--- src/rtl/dbg_bus_master.sv ---
// Byte-stream debug bus master.
// Takes a command byte, 4 address bytes and (for writes) 4 data bytes, issues one
// bus request, waits for completion or timeout, and streams back a status byte
// plus (for reads that completed) 4 read-data bytes.
//
// Handshake rule for both byte streams: a byte moves on a rising clk edge where
// valid and ready are both high; the sender holds valid and data stable until
// that edge, and ready never depends combinationally on valid.
module dbg_bus_master #(
  parameter int unsigned TIMEOUT = 1023  // WAIT cycles before abort, must be >= 1
) (
  input  logic        clk,
  input  logic        rstn,
  input  logic        in_valid,
  input  logic [7:0]  in_data,
  output logic        in_ready,
  output logic        out_valid,
  output logic [7:0]  out_data,
  input  logic        out_ready,
  output logic        outreq,
  output logic        outwr,
  output logic [31:0] outaddr,
  output logic [31:0] outwdata,
  output logic [3:0]  outwstrb,
  input  logic        outack,
  input  logic        outerr,
  input  logic [31:0] outrdata,
  output logic [2:0]  dbg_state_o
);

  localparam int unsigned CW = (TIMEOUT < 2) ? 1 : $clog2(TIMEOUT + 1);

  localparam logic [1:0] ST_OK  = 2'd0;
  localparam logic [1:0] ST_ERR = 2'd1;
  localparam logic [1:0] ST_TMO = 2'd2;

  typedef enum logic [2:0] {
    S_CMD  = 3'd0,
    S_ADDR = 3'd1,
    S_DATA = 3'd2,
    S_REQ  = 3'd3,
    S_WAIT = 3'd4,
    S_RESP = 3'd5
  } state_t;

  state_t        state_q, state_d;
  logic          in_ready_q, in_ready_d;
  logic [1:0]    bcnt_q, bcnt_d;
  logic          wr_q, wr_d;
  logic [3:0]    strb_q, strb_d;
  logic [31:0]   addr_q, addr_d;
  logic [31:0]   wdata_q, wdata_d;
  logic [CW-1:0] wcnt_q, wcnt_d;
  logic [1:0]    status_q, status_d;
  logic [31:0]   rdata_q, rdata_d;
  logic [2:0]    ridx_q, ridx_d;

  logic in_hs;
  logic out_hs;
  logic resp_last;

  // Byte counter doubled as a bit offset into the 32-bit shift targets.
  logic [4:0] boff;
  assign boff = {bcnt_q, 3'b000};

  assign in_hs  = in_valid & in_ready_q;
  assign out_hs = out_valid & out_ready;

  // Writes and timeouts stop after the status byte; reads that completed send 4 more.
  assign resp_last = (ridx_q == 3'd4) || ((ridx_q == 3'd0) && (wr_q || (status_q == ST_TMO)));

  // State and datapath registers; reset clears everything and drops in_ready.
  always_ff @(posedge clk or negedge rstn) begin
    if (!rstn) begin
      state_q    <= S_CMD;
      in_ready_q <= 1'b0;
      bcnt_q     <= 2'd0;
      wr_q       <= 1'b0;
      strb_q     <= 4'd0;
      addr_q     <= 32'd0;
      wdata_q    <= 32'd0;
      wcnt_q     <= '0;
      status_q   <= ST_OK;
      rdata_q    <= 32'd0;
      ridx_q     <= 3'd0;
    end else begin
      state_q    <= state_d;
      in_ready_q <= in_ready_d;
      bcnt_q     <= bcnt_d;
      wr_q       <= wr_d;
      strb_q     <= strb_d;
      addr_q     <= addr_d;
      wdata_q    <= wdata_d;
      wcnt_q     <= wcnt_d;
      status_q   <= status_d;
      rdata_q    <= rdata_d;
      ridx_q     <= ridx_d;
    end
  end

  // Next-state logic: command assembly, bus request, wait/timeout, response stream.
  always_comb begin
    state_d  = state_q;
    bcnt_d   = bcnt_q;
    wr_d     = wr_q;
    strb_d   = strb_q;
    addr_d   = addr_q;
    wdata_d  = wdata_q;
    wcnt_d   = wcnt_q;
    status_d = status_q;
    rdata_d  = rdata_q;
    ridx_d   = ridx_q;

    case (state_q)
      S_CMD: begin
        if (in_hs) begin
          wr_d    = in_data[7];
          strb_d  = in_data[3:0];
          bcnt_d  = 2'd0;
          state_d = S_ADDR;
        end
      end
      S_ADDR: begin
        if (in_hs) begin
          addr_d[boff +: 8] = in_data;
          bcnt_d = bcnt_q + 2'd1;
          if (bcnt_q == 2'd3) state_d = wr_q ? S_DATA : S_REQ;
        end
      end
      S_DATA: begin
        if (in_hs) begin
          wdata_d[boff +: 8] = in_data;
          bcnt_d = bcnt_q + 2'd1;
          if (bcnt_q == 2'd3) state_d = S_REQ;
        end
      end
      S_REQ: begin
        // outack is deliberately not looked at here.
        wcnt_d  = '0;
        state_d = S_WAIT;
      end
      S_WAIT: begin
        // An ack on the final counted cycle still beats the timeout.
        if (outack) begin
          status_d = outerr ? ST_ERR : ST_OK;
          rdata_d  = outrdata;
          ridx_d   = 3'd0;
          state_d  = S_RESP;
        end else if (wcnt_q == CW'(TIMEOUT - 1)) begin
          status_d = ST_TMO;
          ridx_d   = 3'd0;
          state_d  = S_RESP;
        end else begin
          wcnt_d = wcnt_q + CW'(1);
        end
      end
      S_RESP: begin
        if (out_hs) begin
          if (resp_last) begin
            ridx_d  = 3'd0;
            state_d = S_CMD;
          end else begin
            ridx_d = ridx_q + 3'd1;
          end
        end
      end
      default: state_d = S_CMD;
    endcase
  end

  // in_ready is registered so it stays low until the first clock after reset.
  assign in_ready_d = (state_d == S_CMD) || (state_d == S_ADDR) || (state_d == S_DATA);

  // Response byte select: status first, then read data least significant byte first.
  always_comb begin
    out_data = 8'h00;
    case (ridx_q)
      3'd0:    out_data = {6'd0, status_q};
      3'd1:    out_data = rdata_q[7:0];
      3'd2:    out_data = rdata_q[15:8];
      3'd3:    out_data = rdata_q[23:16];
      3'd4:    out_data = rdata_q[31:24];
      default: out_data = 8'h00;
    endcase
  end

  assign in_ready    = in_ready_q;
  assign out_valid   = (state_q == S_RESP);
  assign outreq      = (state_q == S_REQ);
  assign outwr       = wr_q;
  assign outaddr     = addr_q;
  assign outwdata    = wdata_q;
  assign outwstrb    = wr_q ? strb_q : 4'b0000;
  assign dbg_state_o = state_q;

endmodule

--- config.mk ---
export PLATFORM = sky130hd
export DESIGN_NAME = dbg_bus_master
export DESIGN_NICKNAME = d
export VERILOG_FILES = /design/src/rtl/dbg_bus_master.sv
export SDC_FILE = /design/constraint.sdc
export NUM_CORES = 1
export LEC_CHECK = 0
export ABC_CLOCK_PERIOD_IN_PS = 3200
export CORE_ASPECT_RATIO = 0.8
export CORE_UTILIZATION = 30
export DETAILED_ROUTE_END_ITERATION = 8
export HOLD_SLACK_MARGIN = 0.05
export PLACE_DENSITY_LB_ADDON = 0.12
export SLEW_MARGIN = 30
export SYNTH_ARGS = -nofsm -noshare
export SYNTH_HDL_FRONTEND = slang
export SYNTH_SLANG_ARGS = --single-unit
--- constraint.sdc ---
create_clock -name clk -period 3.2 [get_ports clk]
set_input_delay 0.64 -clock clk [delete_from_list [all_inputs] [get_ports clk]]
set_output_delay 0.64 -clock clk [all_outputs]
set_load 0.05 [all_outputs]
==> results of run 1 <==
==> per-layer routing <==
| metal | up-vias | global-route usage (%) |
|---|---|---|
| met5 | - | 0 |
| met2 | 101 | 22.86 |
| met3 | 14 | 4.719 |
| li1 | 1779 | - |
| met1 | 1950 | 21.47 |
| met4 | 0 | 5.631 |
==> registers in the layout, summed over array words and instances (netlist names) <==
signal,count
rdata_q,32
outwdata,32
in_ready,1
bcnt_q,2
wcnt_q,10
outwr,1
dbg_state_o,3
status_q,2
strb_q,4
ridx_q,3
outaddr,32
==> final cells by class <==
class	count	share of cell area [%]
flip-flops and latches	122	40.93
multi-input cells	279	29.51
repair buffers	131	17.46
clock buffers	22	6.358
well taps	225	3.775
clock inverters	10	1.560
inverters	8	0.4026
==> critical path: stages (launching register included) <==
cell           delay, ns
dfrtp_1             0.43
inv_1               0.11
ha_1                0.27
and2_1              0.34
a22oi_1             0.15
nand2_1             0.10
dlygate4sd2_1       0.52
==> cell families (layout without fill, tap and decap cells) <==
group,after synthesis,in the layout,synth area share [%]
flip-flops,122,122,56.90
adder cells (fa/ha/maj),12,12,2.798
AO/OA/AOI/OAI,63,63,8.675
AND/OR/NAND/NOR,115,115,11.01
XOR/XNOR,4,4,0.6531
multiplexers,85,85,17.84
buffers and inverters,22,171,2.122
==> stage by stage <==
step	util, %	hold WS [ns]	std cells	cell area, um2
floorplan	-	0.3444	423	5365
global placement	39.41	0.4855	765	6869
detailed placement	39.41	0.4889	765	6869
CTS	42.77	0.3486	797	7456
global route	42.79	0.3613	797	7458
finish	42.79	0.2692	797	7458
==> worst min path at each step <==
stage / from / slack, ns / to / depth (start not counted)
after global routing: rstn / 0.36 / rdata_q[11] / 2
after floorplan: rstn / 0.34 / bcnt_q[0] / 0
after detailed placement: rdata_q[5] / 0.49 / rdata_q[5] / 1
after global placement: strb_q[3] / 0.49 / strb_q[3] / 1
final: rstn / 0.27 / rdata_q[11] / 2
after CTS: rstn / 0.35 / rdata_q[19] / 2
==> power groups by stage <==
stage | Sequential [W] | Combinational (W) | Clock, W
floorplan | 0.00279 | 0.00102 | 0
global placement | 0.00229 | 0.00232 | 0
CTS | 0.00226 | 0.00235 | 0.00194
global route | 0.00233 | 0.00249 | 0.00202
detailed placement | 0.00229 | 0.00235 | 0
finish | 0.00226 | 0.00232 | 0.00190
==> placed cells by master (no fill, tap or decap), types with 4 or more instances in the layout <==
master	netlist	layout
dfrtp_1	122	122
a21oi_1	10	10
a22oi_1	13	13
a22o_1	18	18
nand2_1	27	27
clkdlybuf4s50_1	0	118
nor2_1	39	39
ha_1	12	12
mux2_2	82	82
dlygate4sd2_1	0	5
and2_1	7	7
o21ai_0	8	8
buf_4	0	6
inv_1	8	8
nand2b_1	10	10
and3_1	4	4
clkbuf_16	0	17
clkinvlp_4	0	5
==> synth_stat cells (8+ instances only) <==
cell      number
inv_1          8
mux2_2        82
dfrtp_1      122
nor2_1        39
a22o_1        18
o21ai_0        8
a22oi_1       13
nand2b_1      10
a21oi_1       10
ha_1          12
nand2_1       27
==> flow_summary.yaml, run 1 <==
route:
  route.met2.wl_um: 5931
  finalWirelength_um: 13370
  wl_per_cell_um: 16.78
  ant_nets: 0
  num_vias: 3844
  avgViaCountPerCell: 4.823
  wl_met3_um: 862
  firstDrtPassIters: 4
  post-route-drc-count: 0
  top_layer: "met4"
  drt_iter0_markers: 255
  wl_met1_um: 6392
power:
  ir_drop_uv: 630.9
  finalPower_w: 0.006486
  swShare_pct: 37.34
  p_per_area_nw_per_um2: 869.6
  pwr-share-comb_pct: 35.8
  p_clk_share_pct: 29.3
  share_seq_of_total_power_pct: 34.9
  p_leak_nw: 3.419
  power.internal_w: 0.004064
  power_switching_w: 0.002422
synthesis:
  yosys_warnings: 0
  synthArstFlopShare_pct: 100.0
  ys_types: 44
  syn_nets: 481
  synth_flop_cell: "dfrtp_1"
  syn-cell-area_um2: 5365
  avgSynthCellArea_um2: 12.68
  ys_seq_area_share_pct: 56.90
  synth_area_leaders: "dfrtp_1, mux2_2, a22o_1, ha_1, nor2_1"
  synth_top_area_share_pct: 56.90
  synthCells: 423
  synth_seq_cells: 122
  synth_edf_count: 0
  yosysTopAreaCell: "dfrtp_1"
finish:
  multi_input_area_um2: 2201
  areaGrowthSynthToFinish_pct: 39.02
  fillers: 1638
  diodes: 0
  final_nets: 617
  seqCellArea_um2: 3053
  drive_above_1_share_pct: 21.85
cts:
  cts_hold_buf: 0
  cts_tree: "yes"
  clk_latency_ns: 0.41
  clockBufferDepth: 2
  cts_root_buf: "clkbuf_16"
  clock_sinks: 122
  cts_buffers: 17
  cts_resized: 6
  cts_setup_buffers: 0
  path_clk_slew_ns: 0.05
  htree_levels: 4
die:
  rows: 43
  dieArea_um2: 18430
  core_um2: 17430
  pin_count: 129
  start_util_pct: 30.78
  dieHeight_um: 121.6
  die_x_um: 151.5
global_route:
  grt_max_degree: 123
  grt_pass1_wl_um: 21570
  grt_usage_pct: 15.53
  antenna_found_initial: 0
  grt-ovfl-total: 0
  grt_pass1_vias: 4089
timing:
  skew_ns: 0.01486
  finalHoldViolations: 0
  slew_violations: 0
  fin_crit_ns: 2.978
  rsz0062_at_grt: "no"
  setup_tns_ns: 0
  setup_viol: 0
  setup_slack_ns: 0.2216
  max_freq_mhz: 335.7
  fin_crit_sh_pct: 93.08
  max_slew.worst_pin.slew_ns: 0.7277
  max-slew-margin-rel_pct: 50.72
critical_path:
  critical_path_class: "reg2out"
  rr_worst_depth: 4
  worstReg2RegEnd: "outaddr[25]"
  worstSetupStartpointType: "register"
  required_ns: 2.56
  crit_start: "ridx_q[0]"
  crit_end: "out_data[2]"
  arrival_ns: 2.34
  cp-end-kind: "output pin"
  r2r_start: "dbg_state_o[0]"
  reg2reg_slack_ns: 1.15
  critical_path.max_fanout: 7
hold_path:
  hp-class: "in2async"
placed_design:
  place_congestion: 0.7432
  dp_hpwl_um: 9331
  dp_slack_ns: 0.3742
  placement.io_buffers: 128
job:
  max_cap_viol_count: 0
outcome:
  status: "finished clean"
Power figures use the tool's default switching activity.
==> inputs of run 2 (changes only) <==
Settings changed: CORE_MARGIN from default to 10.
==> run 2 against run 1 <==
  * Critical path depth decreased by 1
  * Sequential share of layout area decreased by 0.096 points
  * Global-route usage fell by 2.7 points
  * Largest cell class unchanged
  * Largest power group unchanged
==> flow_summary.yaml, run 2 (synthesized netlist as in run 1, its figures left out) <==
critical_path:
  worstReg2RegEnd: "outaddr[30]"
  r2r_start: "dbg_state_o[0]"
  arrival_ns: 2.39
  rr_worst_depth: 4
  critical_path_class: "reg2out"
  required_ns: 2.56
  worstSetupStartpointType: "register"
  reg2reg_slack_ns: 1.11
  cp-end-kind: "output pin"
  critical_path.max_fanout: 8
finish:
  final_common_cell: "dfrtp_1"
  multi_input_area_um2: 2198
  drive_above_1_share_pct: 22.43
  seqCellArea_um2: 3053
  areaGrowthSynthToFinish_pct: 39.34
  fin_cells: 800
  mostFrequentLayoutCells: "dfrtp_1, clkdlybuf4s50_1, mux2_2"
  post-route-util_pct: 42.89
  final_nets: 620
  fillers: 1629
  diodes: 0
global_route:
  grt_pass1_wl_um: 23810
  antenna_found_initial: 0
  grt_max_degree: 72
  grt-ovfl-total: 0
  grt_usage_pct: 12.83
  grt_pass1_vias: 4166
cts:
  clock_sinks: 122
  cts_buffers: 17
  cts_root_buf: "clkbuf_16"
  cts_resized: 5
  clockBufferDepth: 2
  cts_tree: "yes"
  cts_hold_buf: 0
  cts_setup_buffers: 0
  clk_latency_ns: 0.41
  path_clk_slew_ns: 0.06
  htree_levels: 4
route:
  wl_per_cell_um: 18.65
  avgViaCountPerCell: 4.858
  wl_met3_um: 1019
  post-route-drc-count: 0
  num_vias: 3886
  drt_iter0_markers: 245
  route.met2.wl_um: 6943
  ant_nets: 0
  top_layer: "met4"
  wl_met1_um: 6765
  firstDrtPassIters: 5
  finalWirelength_um: 14920
hold_path:
  hp-class: "in2async"
power:
  power_switching_w: 0.002474
  p_leak_nw: 3.429
  power.internal_w: 0.004028
  ir_drop_uv: 531.2
  pwr-share-comb_pct: 36.1
  share_seq_of_total_power_pct: 35.0
  p_per_area_nw_per_um2: 869.8
  p_clk_share_pct: 28.9
  swShare_pct: 38.05
timing:
  max_slew.worst_pin.slew_ns: 0.7937
  skew_ns: 0.008018
  max_freq_mhz: 329.8
  setup_viol: 0
  setup_tns_ns: 0
  fin_crit_sh_pct: 94.77
  slew_violations: 0
  max-slew-margin-rel_pct: 46.25
  rsz0062_at_grt: "no"
  finalHoldViolations: 0
  fin_crit_ns: 3.032
placed_design:
  placement.io_buffers: 128
  dp_hpwl_um: 11060
  place_congestion: 0.7952
  post-place-cells: 768
outcome:
  status: "finished clean"
die:
  core_um2: 17430
  rows: 43
  die_x_um: 169.5
  pin_count: 129
  dieHeight_um: 139.6
  start_util_pct: 30.78
  dieArea_um2: 23670
job:
  max_cap_viol_count: 0
-- run 2: cell count changes in the layout (fill, tap and decap cells not counted), sizes merged --
cell / change
buf: +3
clkbuf: -4
clkdlybuf4s50: +1
clkinv: +6
clkinvlp: -3
dlymetal6s2s: -1
inv: +1
-- run 2: layer usage --
metal  vias up  GRT usage, %
li1       1791             -
met1      1962         16.47
met2       117         19.52
met3        16         4.531
met4         0         4.490
met5         -             0
-- run 2: critical path, cell delays in order, from the launching register on --
cell and delay (ns):
dfrtp_1 0.42, ha_1 0.18, ha_1 0.35, a32oi_1 0.09
o21ai_0 0.10, clkdlybuf4s50_1 0.84
-- run 2: worst max path at each step --
stage,start,slack (ns),end
floorplan,ridx_q[0],0.67,out_data[0]
global placement,ridx_q[0],0.46,out_data[6]
detailed placement,ridx_q[0],0.39,out_data[5]
CTS,ridx_q[0],0.11,out_data[7]
global route,ridx_q[1],0.04,out_data[5]
finish,ridx_q[0],0.17,out_data[7]
-- run 2: power by group through the flow --
| stage | registers, W | logic [W] | clock network, W |
|---|---|---|---|
| after detailed placement | 0.00230 | 0.00238 | 0 |
| final | 0.00227 | 0.00235 | 0.00188 |
| after floorplan | 0.00279 | 0.00102 | 0 |
| after global placement | 0.00230 | 0.00234 | 0 |
| after CTS | 0.00228 | 0.00239 | 0.00193 |
| after global routing | 0.00233 | 0.00251 | 0.00202 |
-- run 2: final cells by class --
| class | count | area share [%] |
|---|---|---|
| inverters | 8 | 0.4017 |
| multi-input cells | 279 | 29.41 |
| repair buffers | 134 | 17.74 |
| clock inverters | 14 | 1.975 |
| clock buffers | 18 | 5.874 |
| well taps | 225 | 3.766 |
| flip-flops and latches | 122 | 40.84 |
-- run 2: per-stage QoR --
step | hold WS, ns | power [W] | cell area [um2] | setup WS [ns]
finish | 0.2410 | 0.006503 | 7476 | 0.1675
global route | 0.2919 | 0.006862 | 7476 | 0.03973
CTS | 0.4077 | 0.006592 | 7472 | 0.1079
detailed placement | 0.4790 | 0.004678 | 6892 | 0.3899
global placement | 0.4761 | 0.004641 | 6892 | 0.4564
floorplan | 0.3444 | 0.003808 | 5365 | 0.6660
